## src/rtl/ghist_queue_ctrl_if.sv

```systemverilog
// Handshake and memory-port bundle for the global-history queue controller.
// The controller side uses the slave modport; the producer/consumer/memory side uses master.
interface ghist_queue_ctrl_if #(
    parameter int WIDTH = 72,
    parameter int AW    = 6
);
    logic             flush;
    logic             enq_valid;
    logic             enq_ready;
    logic [WIDTH-1:0] enq_data;
    logic             deq_valid;
    logic             deq_ready;
    logic [WIDTH-1:0] deq_data;
    logic [6:0]       count;
    logic [AW-1:0]    mem_R0_addr;
    logic             mem_R0_en;
    logic [WIDTH-1:0] mem_R0_data;
    logic [AW-1:0]    mem_W0_addr;
    logic             mem_W0_en;
    logic [WIDTH-1:0] mem_W0_data;

    modport slave (
        input  flush, enq_valid, enq_data, deq_ready, mem_R0_data,
        output enq_ready, deq_valid, deq_data, count,
               mem_R0_addr, mem_R0_en, mem_W0_addr, mem_W0_en, mem_W0_data
    );

    modport master (
        output flush, enq_valid, enq_data, deq_ready, mem_R0_data,
        input  enq_ready, deq_valid, deq_data, count,
               mem_R0_addr, mem_R0_en, mem_W0_addr, mem_W0_en, mem_W0_data
    );
endinterface

```

## src/rtl/ghist_queue_ctrl.sv

```systemverilog
// Circular-queue controller for an external 1R1W sync-read ghist memory, with a
// read prefetch stage and a 2-entry flop output buffer feeding the dequeue port.
module ghist_queue_ctrl #(
    parameter int DEPTH = 40,
    parameter int WIDTH = 72,
    parameter int AW    = 6
) (
    input  logic              clock,
    input  logic              reset_n,
    ghist_queue_ctrl_if.slave bus
);
    localparam logic [6:0]    DEPTH_C = 7'(DEPTH);
    localparam logic [AW-1:0] LAST    = AW'(DEPTH - 1);

    logic [AW-1:0]    tail_q, head_q;
    logic [6:0]       mem_cnt_q;
    logic             rd_pend_q;
    logic [1:0]       ob_cnt_q;
    logic [WIDTH-1:0] obuf0_q, obuf1_q;

    logic       enq_ready, enq_fire, deq_valid, deq_fire, rd_en;
    logic [2:0] occ;

    always_comb begin
        enq_ready = !bus.flush && (mem_cnt_q < DEPTH_C);
        enq_fire  = bus.enq_valid && enq_ready;
        deq_valid = (ob_cnt_q != 2'd0);
        deq_fire  = deq_valid && bus.deq_ready;
        // Slots already spoken for in the output buffer after this cycle's pop.
        occ       = {1'b0, ob_cnt_q} + {2'b00, rd_pend_q} - {2'b00, deq_fire};
        rd_en     = !bus.flush && (mem_cnt_q != 7'd0) && (occ < 3'd2);
    end

    assign bus.enq_ready   = enq_ready;
    assign bus.deq_valid   = deq_valid;
    assign bus.deq_data    = obuf0_q;
    assign bus.count       = mem_cnt_q + 7'(rd_pend_q) + 7'(ob_cnt_q);
    assign bus.mem_R0_addr = head_q;
    assign bus.mem_R0_en   = rd_en;
    assign bus.mem_W0_addr = tail_q;
    // enq_ready reads high during reset, so the write strobe is masked there explicitly.
    assign bus.mem_W0_en   = enq_fire && reset_n;
    assign bus.mem_W0_data = bus.enq_data;

    always_ff @(posedge clock or negedge reset_n) begin
        if (!reset_n) begin
            tail_q    <= '0;
            head_q    <= '0;
            mem_cnt_q <= '0;
            rd_pend_q <= 1'b0;
            ob_cnt_q  <= '0;
            obuf0_q   <= '0;
            obuf1_q   <= '0;
        end else if (bus.flush) begin
            tail_q    <= '0;
            head_q    <= '0;
            mem_cnt_q <= '0;
            rd_pend_q <= 1'b0;
            ob_cnt_q  <= '0;
        end else begin
            if (enq_fire) tail_q <= (tail_q == LAST) ? '0 : tail_q + 1'b1;
            if (rd_en)    head_q <= (head_q == LAST) ? '0 : head_q + 1'b1;
            mem_cnt_q <= mem_cnt_q + 7'(enq_fire) - 7'(rd_en);
            rd_pend_q <= rd_en;

            case ({rd_pend_q, deq_fire})
                2'b11: begin
                    if (ob_cnt_q == 2'd1) begin
                        obuf0_q <= bus.mem_R0_data;
                    end else begin
                        obuf0_q <= obuf1_q;
                        obuf1_q <= bus.mem_R0_data;
                    end
                end
                2'b10: begin
                    if (ob_cnt_q == 2'd0) obuf0_q <= bus.mem_R0_data;
                    else                  obuf1_q <= bus.mem_R0_data;
                    ob_cnt_q <= ob_cnt_q + 2'd1;
                end
                2'b01: begin
                    obuf0_q  <= obuf1_q;
                    ob_cnt_q <= ob_cnt_q - 2'd1;
                end
                default: ;
            endcase
        end
    end
endmodule

```

## src/flat_wrapper.sv

```systemverilog
// flat-port wrapper written by rule: the top's interface ports become plain ports
module ghist_queue_ctrl_flat 
#(
    parameter int DEPTH = 40,
    parameter int WIDTH = 72,
    parameter int AW    = 6
)
  (clock, reset_n, bus_flush, bus_enq_valid, bus_enq_data, bus_deq_ready, bus_mem_R0_data, bus_enq_ready, bus_deq_valid, bus_deq_data, bus_count, bus_mem_R0_addr, bus_mem_R0_en, bus_mem_W0_addr, bus_mem_W0_en, bus_mem_W0_data);
  ghist_queue_ctrl_if #(.WIDTH(WIDTH), .AW(AW)) bus_i ();
  input  logic clock;
  input  logic reset_n;
  input wire logic [$bits(bus_i.flush)-1:0] bus_flush;
  input wire logic [$bits(bus_i.enq_valid)-1:0] bus_enq_valid;
  input wire logic [$bits(bus_i.enq_data)-1:0] bus_enq_data;
  input wire logic [$bits(bus_i.deq_ready)-1:0] bus_deq_ready;
  input wire logic [$bits(bus_i.mem_R0_data)-1:0] bus_mem_R0_data;
  output wire logic [$bits(bus_i.enq_ready)-1:0] bus_enq_ready;
  output wire logic [$bits(bus_i.deq_valid)-1:0] bus_deq_valid;
  output wire logic [$bits(bus_i.deq_data)-1:0] bus_deq_data;
  output wire logic [$bits(bus_i.count)-1:0] bus_count;
  output wire logic [$bits(bus_i.mem_R0_addr)-1:0] bus_mem_R0_addr;
  output wire logic [$bits(bus_i.mem_R0_en)-1:0] bus_mem_R0_en;
  output wire logic [$bits(bus_i.mem_W0_addr)-1:0] bus_mem_W0_addr;
  output wire logic [$bits(bus_i.mem_W0_en)-1:0] bus_mem_W0_en;
  output wire logic [$bits(bus_i.mem_W0_data)-1:0] bus_mem_W0_data;
  assign bus_i.flush = bus_flush;
  assign bus_i.enq_valid = bus_enq_valid;
  assign bus_i.enq_data = bus_enq_data;
  assign bus_i.deq_ready = bus_deq_ready;
  assign bus_i.mem_R0_data = bus_mem_R0_data;
  assign bus_enq_ready = bus_i.enq_ready;
  assign bus_deq_valid = bus_i.deq_valid;
  assign bus_deq_data = bus_i.deq_data;
  assign bus_count = bus_i.count;
  assign bus_mem_R0_addr = bus_i.mem_R0_addr;
  assign bus_mem_R0_en = bus_i.mem_R0_en;
  assign bus_mem_W0_addr = bus_i.mem_W0_addr;
  assign bus_mem_W0_en = bus_i.mem_W0_en;
  assign bus_mem_W0_data = bus_i.mem_W0_data;
  ghist_queue_ctrl #(.DEPTH(DEPTH), .WIDTH(WIDTH), .AW(AW)) u_core (.clock(clock), .reset_n(reset_n), .bus(bus_i));
endmodule
```

## config.mk

```make
export PLATFORM = sky130hd
export DESIGN_NAME = ghist_queue_ctrl_flat
export DESIGN_NICKNAME = d
export VERILOG_FILES = /design/src/rtl/ghist_queue_ctrl_if.sv /design/src/rtl/ghist_queue_ctrl.sv /design/src/flat_wrapper.sv
export SDC_FILE = /design/constraint.sdc
export NUM_CORES = 1
export LEC_CHECK = 0
export CAP_MARGIN = 5
export CORE_ASPECT_RATIO = 0.7
export CORE_MARGIN = 2
export CORE_UTILIZATION = 51
export CTS_CLUSTER_SIZE = 24
export DETAILED_ROUTE_END_ITERATION = 12
export GPL_TIMING_DRIVEN = 0
export PLACE_DENSITY = 0.93
export SETUP_SLACK_MARGIN = 0.02
export SLEW_MARGIN = 20
export SYNTH_ARGS = -nofsm -noshare
export SYNTH_HDL_FRONTEND = slang
export SYNTH_SLANG_ARGS = --single-unit
```

## constraint.sdc

```tcl
create_clock -name clock -period 12.84 [get_ports clock]
set_clock_uncertainty 0.15 [all_clocks]
set_input_delay 1.284 -clock clock [delete_from_list [all_inputs] [get_ports clock]]
set_output_delay 1.284 -clock clock [all_outputs]
set_load 0.005 [all_outputs]
```

; ---- Word level (Yosys, flattened, before mapping)
; Index checks and enable logic that the tools add are counted.
[classes]
n_mux = 16
addsub = 10
bitwise = 1
order_cmp = 2
n_reduce_logical = 17
n_eq_ne = 9
[op_table]
columns = operator, n
row1 = 72-bit two-way mux, 4
row2 = 72-bit case mux with 3 select lines, 1
row3 = 72-bit case mux with 2 select lines, 1
row4 = 6-bit two-way mux, 6
row5 = 7-bit by 1-bit adder with 7-bit output, 2
row6 = 6-bit by 1-bit adder with 6-bit output (second input constant), 2
row7 = 6-bit equality test (second input constant), 2
row8 = 2-bit nonzero test, 4
row9 = 7-bit by 2-bit adder with 7-bit output, 1
row10 = 7-bit by 6-bit < comparator with 1-bit output (second input constant), 1
row11 = 7-bit two-way mux, 1
row12 = 7-bit nonzero test, 1
row13 = 7-bit by 1-bit subtractor with 7-bit output, 1
row14 = 1-bit logical AND, 6
row15 = 3-bit nonzero test, 2
row16 = 2-bit by 1-bit equality test with 1-bit output (second input constant), 2
row17 = 2-bit equality test (second input constant), 2
row18 = 2-bit inequality test (second input constant), 2
row19 = 2-bit case mux with 2 select lines, 1
row20 = 4-bit AND reduction, 1
row21 = 2-bit by 1-bit adder with 3-bit output, 1
row22 = 3-bit by 2-bit < comparator with 1-bit output (second input constant), 1
row23 = 3-bit AND reduction, 1
row24 = 3-bit by 1-bit subtractor with 3-bit output, 1
row25 = other kinds (8), 8
[word_totals]
input_bits = 149
regBits = 166

; ---- Longest topological paths before layout
; Gate-level depths: netlist of the first run.
[depth]
word_depth = 7
ltp_mapped = 20
ltp_nobuf = 17

; ---- Worst setup path before layout of the first run
; Ideal clock, no wire load.
[synth_timing]
path_type = input-to-reg
start = in bus_deq_ready
end = reg u_core.mem_cnt_q[6]
cell_stages = 18
arrival_time_ns = 4.979
path_slack_ns = 7.641
cell_sequence = nand2b_1 -> ha_1 -> clkbuf_1 -> clkbuf_1 -> nand2b_1 -> fa_1 -> xnor2_1 -> o2111a_1 -> buf_2 -> ha_1 -> inv_1 -> ha_1 -> inv_1 -> fa_1 -> nand2b_1 -> a221o_1 -> a2111oi_0 -> nand3b_1
[synth_between]
elab_chain_cells = 6
[synth_rtl]
columns = item, line_no
row1 = "start, declared", flat_wrapper.sv:15  ; input wire logic [$bits(bus_i.deq_ready)-1:0] bus_deq_ready;
row2 = 1-bit logical AND, ghist_queue_ctrl.sv:28  ; deq_fire = deq_valid && bus.deq_ready;
row3 = 3-bit by 1-bit subtractor with 3-bit output, ghist_queue_ctrl.sv:30  ; occ = {1'b0, ob_cnt_q} + {2'b00, rd_pend_q} - {2'b00, deq_fire};
row4 = 3-bit by 2-bit < comparator with 1-bit output, ghist_queue_ctrl.sv:31  ; rd_en = !bus.flush && (mem_cnt_q != 7'd0) && (occ < 3'd2);
row5 = 1-bit logical AND, ghist_queue_ctrl.sv:31
row6 = via bus_mem_R0_en, flat_wrapper.sv:22  ; output wire logic [$bits(bus_i.mem_R0_en)-1:0] bus_mem_R0_en;
row7 = 7-bit by 1-bit subtractor with 7-bit output, ghist_queue_ctrl.sv:63  ; mem_cnt_q <= mem_cnt_q + 7'(enq_fire) - 7'(rd_en);
row8 = 7-bit two-way mux, ghist_queue_ctrl.sv:54  ; end else if (bus.flush) begin
row9 = "end signal, assigned", ghist_queue_ctrl.sv:63
row10 = "end, declared", ghist_queue_ctrl.sv:16  ; logic [6:0] mem_cnt_q;
; The timed path passes the listed nets, and every way through them passes these cells.
; A chain may end at the register's enable or synchronous reset.

; ---- Final worst setup path of the first run
[layout_timing]
start = in bus_deq_ready
end = reg u_core.mem_cnt_q[6]
[layout_between]
elab_chain_cells = 6
[layout_rtl]
columns = item, line_no
row1 = 1-bit logical AND, ghist_queue_ctrl.sv:28
row2 = 3-bit by 1-bit subtractor with 3-bit output, ghist_queue_ctrl.sv:30
row3 = 3-bit by 2-bit < comparator with 1-bit output, ghist_queue_ctrl.sv:31
row4 = 1-bit logical AND, ghist_queue_ctrl.sv:31
row5 = 7-bit by 1-bit subtractor with 7-bit output, ghist_queue_ctrl.sv:63
row6 = 7-bit two-way mux, ghist_queue_ctrl.sv:54
; Every way passes these cells.

==> results of run 1 <==
## worst register-to-register path, stage by stage (launching register included)
cell       delay, ns
dfrtp_1         0.51
inv_1           0.13
ha_1            0.24
nand2b_1        0.17
ha_1            0.29
clkbuf_1        0.50
clkbuf_1        0.44
nand2b_1        0.19
fa_1            0.45
o2111a_1        0.16
buf_2           0.20
ha_1            0.32
inv_1           0.08
ha_1            0.17
inv_1           0.06
fa_1            0.41
nand2b_1        0.18
a221o_1         0.34
a2111oi_0       0.49
nand3b_1        0.19
## sequential cells by signal (all words and copies together), names as in the netlist
signal / cells
u_core.obuf1_q: 72
u_core.rd_pend_q: 1
u_core.bus.mem_R0_addr: 6
u_core.ob_cnt_q: 2
u_core.bus.mem_W0_addr: 6
u_core.mem_cnt_q: 7
u_core.bus.deq_data: 72
## power breakdown
| group | switching [mW] | internal (mW) |
|---|---|---|
| clock | 0.233 | 0.312 |
| combinational | 0.876 | 0.845 |
| sequential | 0.184 | 0.757 |
| total | 1.29 | 1.92 |
## layout make-up
cell class | instances | share of cell area
Clock inverter | 15 | 0.01458
Tap cell | 264 | 0.02468
Clock buffer | 17 | 0.03178
Multi-Input combinational cell | 567 | 0.3561
Timing Repair Buffer | 243 | 0.1834
Buffer | 141 | 0.07198
Sequential cell | 166 | 0.3104
Inverter | 25 | 0.007105
## cell usage after synthesis (5+ instances only)
cell,number,area [µm²]
a211o_1,71,621.9
a21oi_1,6,30.03
a221oi_1,11,96.34
a221oi_2,60,900.9
buf_12,7,140.1
buf_2,34,170.2
buf_4,72,540.5
clkbuf_1,25,93.84
dfrtp_1,166,4154
ha_1,20,250.2
inv_1,24,90.09
mux2_2,72,810.8
mux2i_1,79,790.8
nand2_1,154,578.1
nand2b_1,5,31.28
nand3_1,8,40.04
nor2_1,15,56.30
o21ai_0,5,25.02
xnor2_1,7,61.31
## how the worst max path moves through the flow
stage,end
final,u_core.mem_cnt_q[6]
after detailed placement,u_core.mem_cnt_q[6]
after global routing,u_core.mem_cnt_q[6]
after global placement,bus_mem_W0_en
after CTS,bus_mem_R0_en
after floorplan,u_core.mem_cnt_q[6]
## cells by family after synthesis
logic type               after synthesis  synth area share
AND/OR/NAND/NOR                      211           0.09216
AO/OA/AOI/OAI                        169            0.1811
buffers and inverters                166            0.1061
flip-flops                           166            0.4163
multiplexers                         152            0.1616
adder cells (fa/ha/maj)               24           0.03310
XOR/XNOR                              11          0.009655
## metrics by stage
| step | area [µm²] | instances | setup slack, ns | hold WS (ns) | util |
|---|---|---|---|---|---|
| final | 13380 | 1438 | 6.718 | 0.3240 | 0.7036 |
| after global routing | 13380 | 1438 | 6.529 | 0.3409 | 0.7036 |
| after CTS | 13380 | 1438 | 6.738 | 0.3288 | 0.7036 |
| after detailed placement | 12760 | 1406 | 6.408 | 0.3123 | 0.6709 |
| after global placement | 12730 | 1405 | 3.054 | 0.3088 | 0.6692 |
| after floorplan | 9978 | 899 | 7.641 | 0.3199 | - |
## layer usage
layer | global-route usage | part of all wire | vias to the layer above
met1 | 0.3727 | 0.44 | 4159
met3 | 0.05153 | 0.058 | 29
met5 | 0 | 0 | -
li1 | - | - | 3720
met2 | 0.4385 | 0.49 | 288
met4 | 0.06462 | 0.012 | 0
==> summary.txt, run 1 <==
Cell count after synthesis - 899
Via count of the routed design - 8196
CTS Buf Count - 17
CP Launch Type - primary input
Max FO, Critical Path - 11
DIE HEIGHT - 121.0 µm
Final setup vio count - 0
DRC viols - 0
Most frequent cells in the layout - 241 x clkdlybuf4s50_1, 166 x dfrtp_1, 154 x nand2_1, 79 x mux2i_1
Num Clock Sinks - 166
Post-CTS Resized - 0
Slew Viols, Final - 0
Hold Violations, Final - 0
Number of cells on the critical path - 18
Register area share after synthesis - 0.4163
Pin count of the biggest net entering global routing - 97
Initial drt markers - 691
Worst slew pin tran - 0.7324 ns
Crit-path max cell delay - 0.50 ns
Initial core utilization - 0.5245
Power density cells - 239.7 mW/mm²
Maximum clock insertion buffer count - 2
Gr usage total - 0.2692
Vias per cell - 5.700
CP Cell Sequence - clkdlybuf4s50_1 > nand2b_1 > ha_1 > clkbuf_1 > clkbuf_1 > nand2b_1 > fa_1 > o2111a_1 > buf_2 > ha_1 > inv_1 > ha_1 > inv_1 > fa_1 > nand2b_1 > a221o_1 > a2111oi_0 > nand3b_1
Yosys cell types - 53
Most common cell after layout, fill and taps aside - clkdlybuf4s50_1
WHS Path Cells - 2
Final Net Count - 1334
Site Rows - 42
Reg clk slew, reported paths - 0.07 ns
Tmin final - 6.122 ns
Period utilization - 0.4768
Leak - 6.037 nW
Dominant synthesized flop cell - dfrtp_1
Syn Std Cell Area - 0.009978 mm²
Routed WL - 28130 µm
CP top delay family - buffers and inverters
Peak VDD IR - 0.1328 mV
TritonRoute pass-1 iters - 5
Setup CP Type - primary input to flip-flop
Crit path launch - bus_deq_ready
Vias in the first global route - 8228
Reg-to-reg startpoint - u_core.ob_cnt_q[1]
CP bufs+invs - 6
Hold Path Origin - u_core.bus.deq_data[13]
Clock Latency Late Sink - 0.42 ns
Syn_nets - 1072
Worst EP arrival - 6.33 ns
Initial antenna violation count - 0
Setup bufs post-CTS - 0
HPWL Detailed - 20150 µm
Setup TNS - 0 ns
Global-route wire length before repair - 43620 µm
IO buf count - 242
Fillers - 1363
RSZ-0062 raised after global routing - false
Root Buffer - clkbuf_16
Seq cells post-synth - 166
TritonCTS clock tree - built
FF-to-FF path depth - 19
GR Overflow Total - 0
RR Endpoint - u_core.mem_cnt_q[6]
Reg2reg setup slack - 7.12 ns
Ant diodes - 0
Die Wd - 171.2 µm
Hold path endpoint - u_core.bus.deq_data[13]
Slowest library cell on the worst path - clkbuf_1
Status - completed
Max Cap Viol - 0
Crit end category - flip-flop
Area of the multi-input gates - 0.004766 mm²
Wire per inst - 19.56 µm
Slew headroom - 0.5117
Register Area - 0.004154 mm²
Synth warn - 0
H-tree depth - 4
Post-synth ARST share - 1.000
EDFF count, synth - 0
ANT nets after route - 0
Layout area overhead - 34.13%
Post-CTS Hold Fix Bufs - 0
Worst hold-check path type - flip-flop to flip-flop
Core area - 0.01902 mm²
Routability Congestion - 0.8096
Required @ worst endpoint - 13.04 ns
Average size of a mapped cell - 11.10 µm²
Design Power - 3.208 mW
Die area - 0.02072 mm²
Layout cells sized above 1 - 0.2402
I/O pin total - 316
Max Clk Rate - 163.3 MHz
Note: power is estimated with default switching activity, not from simulation.
==> inputs of run 2 (changes only) <==
--- a/config.mk
+++ b/config.mk
@@ -8,11 +8,11 @@
 export CAP_MARGIN = 5
 export CORE_ASPECT_RATIO = 0.7
 export CORE_MARGIN = 2
-export CORE_UTILIZATION = 51
+export CORE_UTILIZATION = 43
 export CTS_CLUSTER_SIZE = 24
 export DETAILED_ROUTE_END_ITERATION = 12
 export GPL_TIMING_DRIVEN = 0
-export PLACE_DENSITY = 0.93
+export PLACE_DENSITY = 0.84
 export SETUP_SLACK_MARGIN = 0.02
 export SLEW_MARGIN = 20
 export SYNTH_ARGS = -nofsm -noshare
==> constraint.sdc (replaced) <==
create_clock -name clock -period 5.25 [get_ports clock]
set_clock_uncertainty 0.15 [all_clocks]
set_input_delay 0.525 -clock clock [delete_from_list [all_inputs] [get_ports clock]]
set_output_delay 0.525 -clock clock [all_outputs]
set_load 0.005 [all_outputs]
==> run 2 against run 1 <==
Effect of this change:
- die area is 18% higher
- final cell count grew 3.3%
- worst hold slack better by 0.0031 ns
- via count decreased by 1.5%
- highest routed layer unchanged
- largest power group unchanged
- design area up 0.45%
- register-to-register slack worse by 6.8 ns
- non-clock buffer count shrank 1
==> summary.txt, run 2 (same netlist as run 1, synthesis figures left out) <==
Status - completed
Period utilization - 0.9326
Die Wd - 186.1 µm
DRC viols - 0
Root Buffer - clkbuf_16
Leak - 6.019 nW
GRT met1 Usage - 0.3203
Gr usage total - 0.2327
Tmin final - 4.896 ns
Pin count of the biggest net entering global routing - 88
Layout Cells excl Fill - 1485
GR Overflow Total - 0
Hold path endpoint - u_core.bus.deq_data[6]
Slew Viols, Final - 0
FF-to-FF path depth - 18
Via count of the routed design - 8072
TritonRoute pass-1 iters - 4
Placed instance count - 1454
Peak VDD IR - 0.2764 mV
M2 GR Usage - 0.3728
Setup bufs post-CTS - 0
Wire per inst - 19.03 µm
CP Launch Type - flip-flop
Vias per cell - 5.436
H-tree depth - 4
Layout cells sized above 1 - 0.2413
ANT nets after route - 0
Max Clk Rate - 204.2 MHz
Num Clock Sinks - 166
Busiest layer in global routing - met2
Max Cap Viol - 0
Global-route wire length before repair - 44740 µm
I/O pin total - 316
Clock Latency Late Sink - 0.44 ns
Worst slew pin tran - 0.6468 ns
Most common cell after layout, fill and taps aside - clkdlybuf4s50_1
Reg2reg setup slack - 0.35 ns
Routed WL - 28250 µm
Core area - 0.02273 mm²
IO buf count - 242
Max FO, Critical Path - 20
Maximum clock insertion buffer count - 2
Die area - 0.02446 mm²
TritonCTS clock tree - built
Vias in the first global route - 8329
Power density cells - 580.6 mW/mm²
Final setup vio count - 0
Layout area overhead - 34.73%
RSZ-0062 raised after global routing - false
Worst hold-check path type - flip-flop to flip-flop
Required @ worst endpoint - 5.47 ns
Site Rows - 46
CTS Buf Count - 17
DIE HEIGHT - 131.5 µm
Crit end category - flip-flop
Hold_ws - 0.3271 ns
Reg-to-reg startpoint - u_core.ob_cnt_q[1]
Hold Path Origin - u_core.bus.deq_data[6]
Initial drt markers - 525
Hold Violations, Final - 0
HPWL Detailed - 20030 µm
Setup CP Type - flip-flop to flip-flop
Slew headroom - 0.5688
Initial antenna violation count - 0
Routability Congestion - 0.7977
Reg clk slew, reported paths - 0.07 ns
WHS Path Cells - 2
Ant diodes - 0
Met3 GRT Util - 0.05072
Worst EP arrival - 5.12 ns
RR Endpoint - u_core.mem_cnt_q[6]
Final Net Count - 1333
Most frequent cells in the layout - 241 x clkdlybuf4s50_1, 165 x dfrtp_1, 154 x nand2_1, 79 x mux2i_1
Initial core utilization - 0.4389
==> run 2: cell count changes in the layout (fill, tap and decap cells not counted), moves of 3 or more <==
cell	previous run	this run
inv_8	3	0
clkinvlp_4	0	3
clkbuf_8	0	4
clkinv_4	5	2
==> run 2: critical path, stage by stage, from the launching register on <==
cell	delay [ns]
dfrtp_2	0.46
inv_1	0.10
ha_1	0.23
nand2b_1	0.21
ha_4	0.34
nand2b_1	0.19
fa_1	0.38
xnor2_1	0.23
o2111a_1	0.25
buf_2	0.23
ha_1	0.26
inv_1	0.07
ha_1	0.18
inv_1	0.08
fa_1	0.42
nand2b_1	0.19
a221o_1	0.34
a2111oi_1	0.37
nand3b_1	0.15
==> run 2: power breakdown <==
group	internal [mW]	switching [mW]	leakage (nW)
clock	0.753	0.544	0.289
combinational	2.08	2.13	3.65
sequential	1.85	0.448	2.08
==> run 2: timing repair <==
item | CTS | global route
resized for setup | 2 | 2
hold buffers | 1 | 0
setup endpoints to repair | 2 | 1
endpoints found under the hold margin | 80 | 0
==> run 2: final cells by class <==
| type | instances | area [µm²] |
|---|---|---|
| inverters | 25 | 95.09 |
| flip-flops and latches | 166 | 4155 |
| fillers | 1858 | 9290 |
| repair buffers | 244 | 2465 |
| well taps | 312 | 390.4 |
| multi-input cells | 567 | 4780 |
| clock buffers | 22 | 484.2 |
| plain buffers | 139 | 955.9 |
| clock inverters | 10 | 118.9 |
==> run 2: metrics by stage <==
step | cell area, µm² | worst slack (ns) | setup TNS, ns | utilization | power [mW]
4_1_cts | 13430 | 0.2314 | 0 | 0.5909 | 7.818
2_1_floorplan | 9978 | 0.4788 | 0 | - | 4.927
6_report | 13440 | 0.3538 | 0 | 0.5914 | 7.806
3_3_place_gp | 12790 | -3.470 | -575.70 | 0.5626 | 6.278
3_5_place_dp | 12820 | -0.4068 | -0.4212 | 0.5641 | 6.479
5_1_grt | 13440 | 0.04454 | 0 | 0.5914 | 8.358
==> run 2: how the worst max path moves through the flow <==
stage | start | to | slack (ns) | depth (start not counted)
final | u_core.ob_cnt_q[1] | u_core.mem_cnt_q[6] | 0.35 | 18
after global routing | u_core.ob_cnt_q[1] | u_core.mem_cnt_q[6] | 0.04 | 18
after CTS | u_core.ob_cnt_q[1] | u_core.mem_cnt_q[6] | 0.23 | 18
after detailed placement | bus_deq_ready | u_core.mem_cnt_q[6] | -0.41 | 18
after global placement | reset_n | u_core.bus.deq_data[30] | -3.47 | 1
after floorplan | u_core.ob_cnt_q[1] | u_core.mem_cnt_q[6] | 0.48 | 20
==> run 2: routing by layer <==
metal,vias up,routed length (µm)
met5,-,0
met4,0,369
met2,274,13360
met1,4041,12870
li1,3726,-
met3,31,1655
==> inputs of run 3 (changes only) <==
--- a/config.mk
+++ b/config.mk
@@ -12,6 +12,7 @@
 export CTS_CLUSTER_SIZE = 24
 export DETAILED_ROUTE_END_ITERATION = 12
 export GPL_TIMING_DRIVEN = 0
+export HOLD_SLACK_MARGIN = 0.05
 export PLACE_DENSITY = 0.84
 export SETUP_SLACK_MARGIN = 0.02
 export SLEW_MARGIN = 20
==> results of run 3 <==
The final DEF is identical to that of run 2; final timing and power are the same.
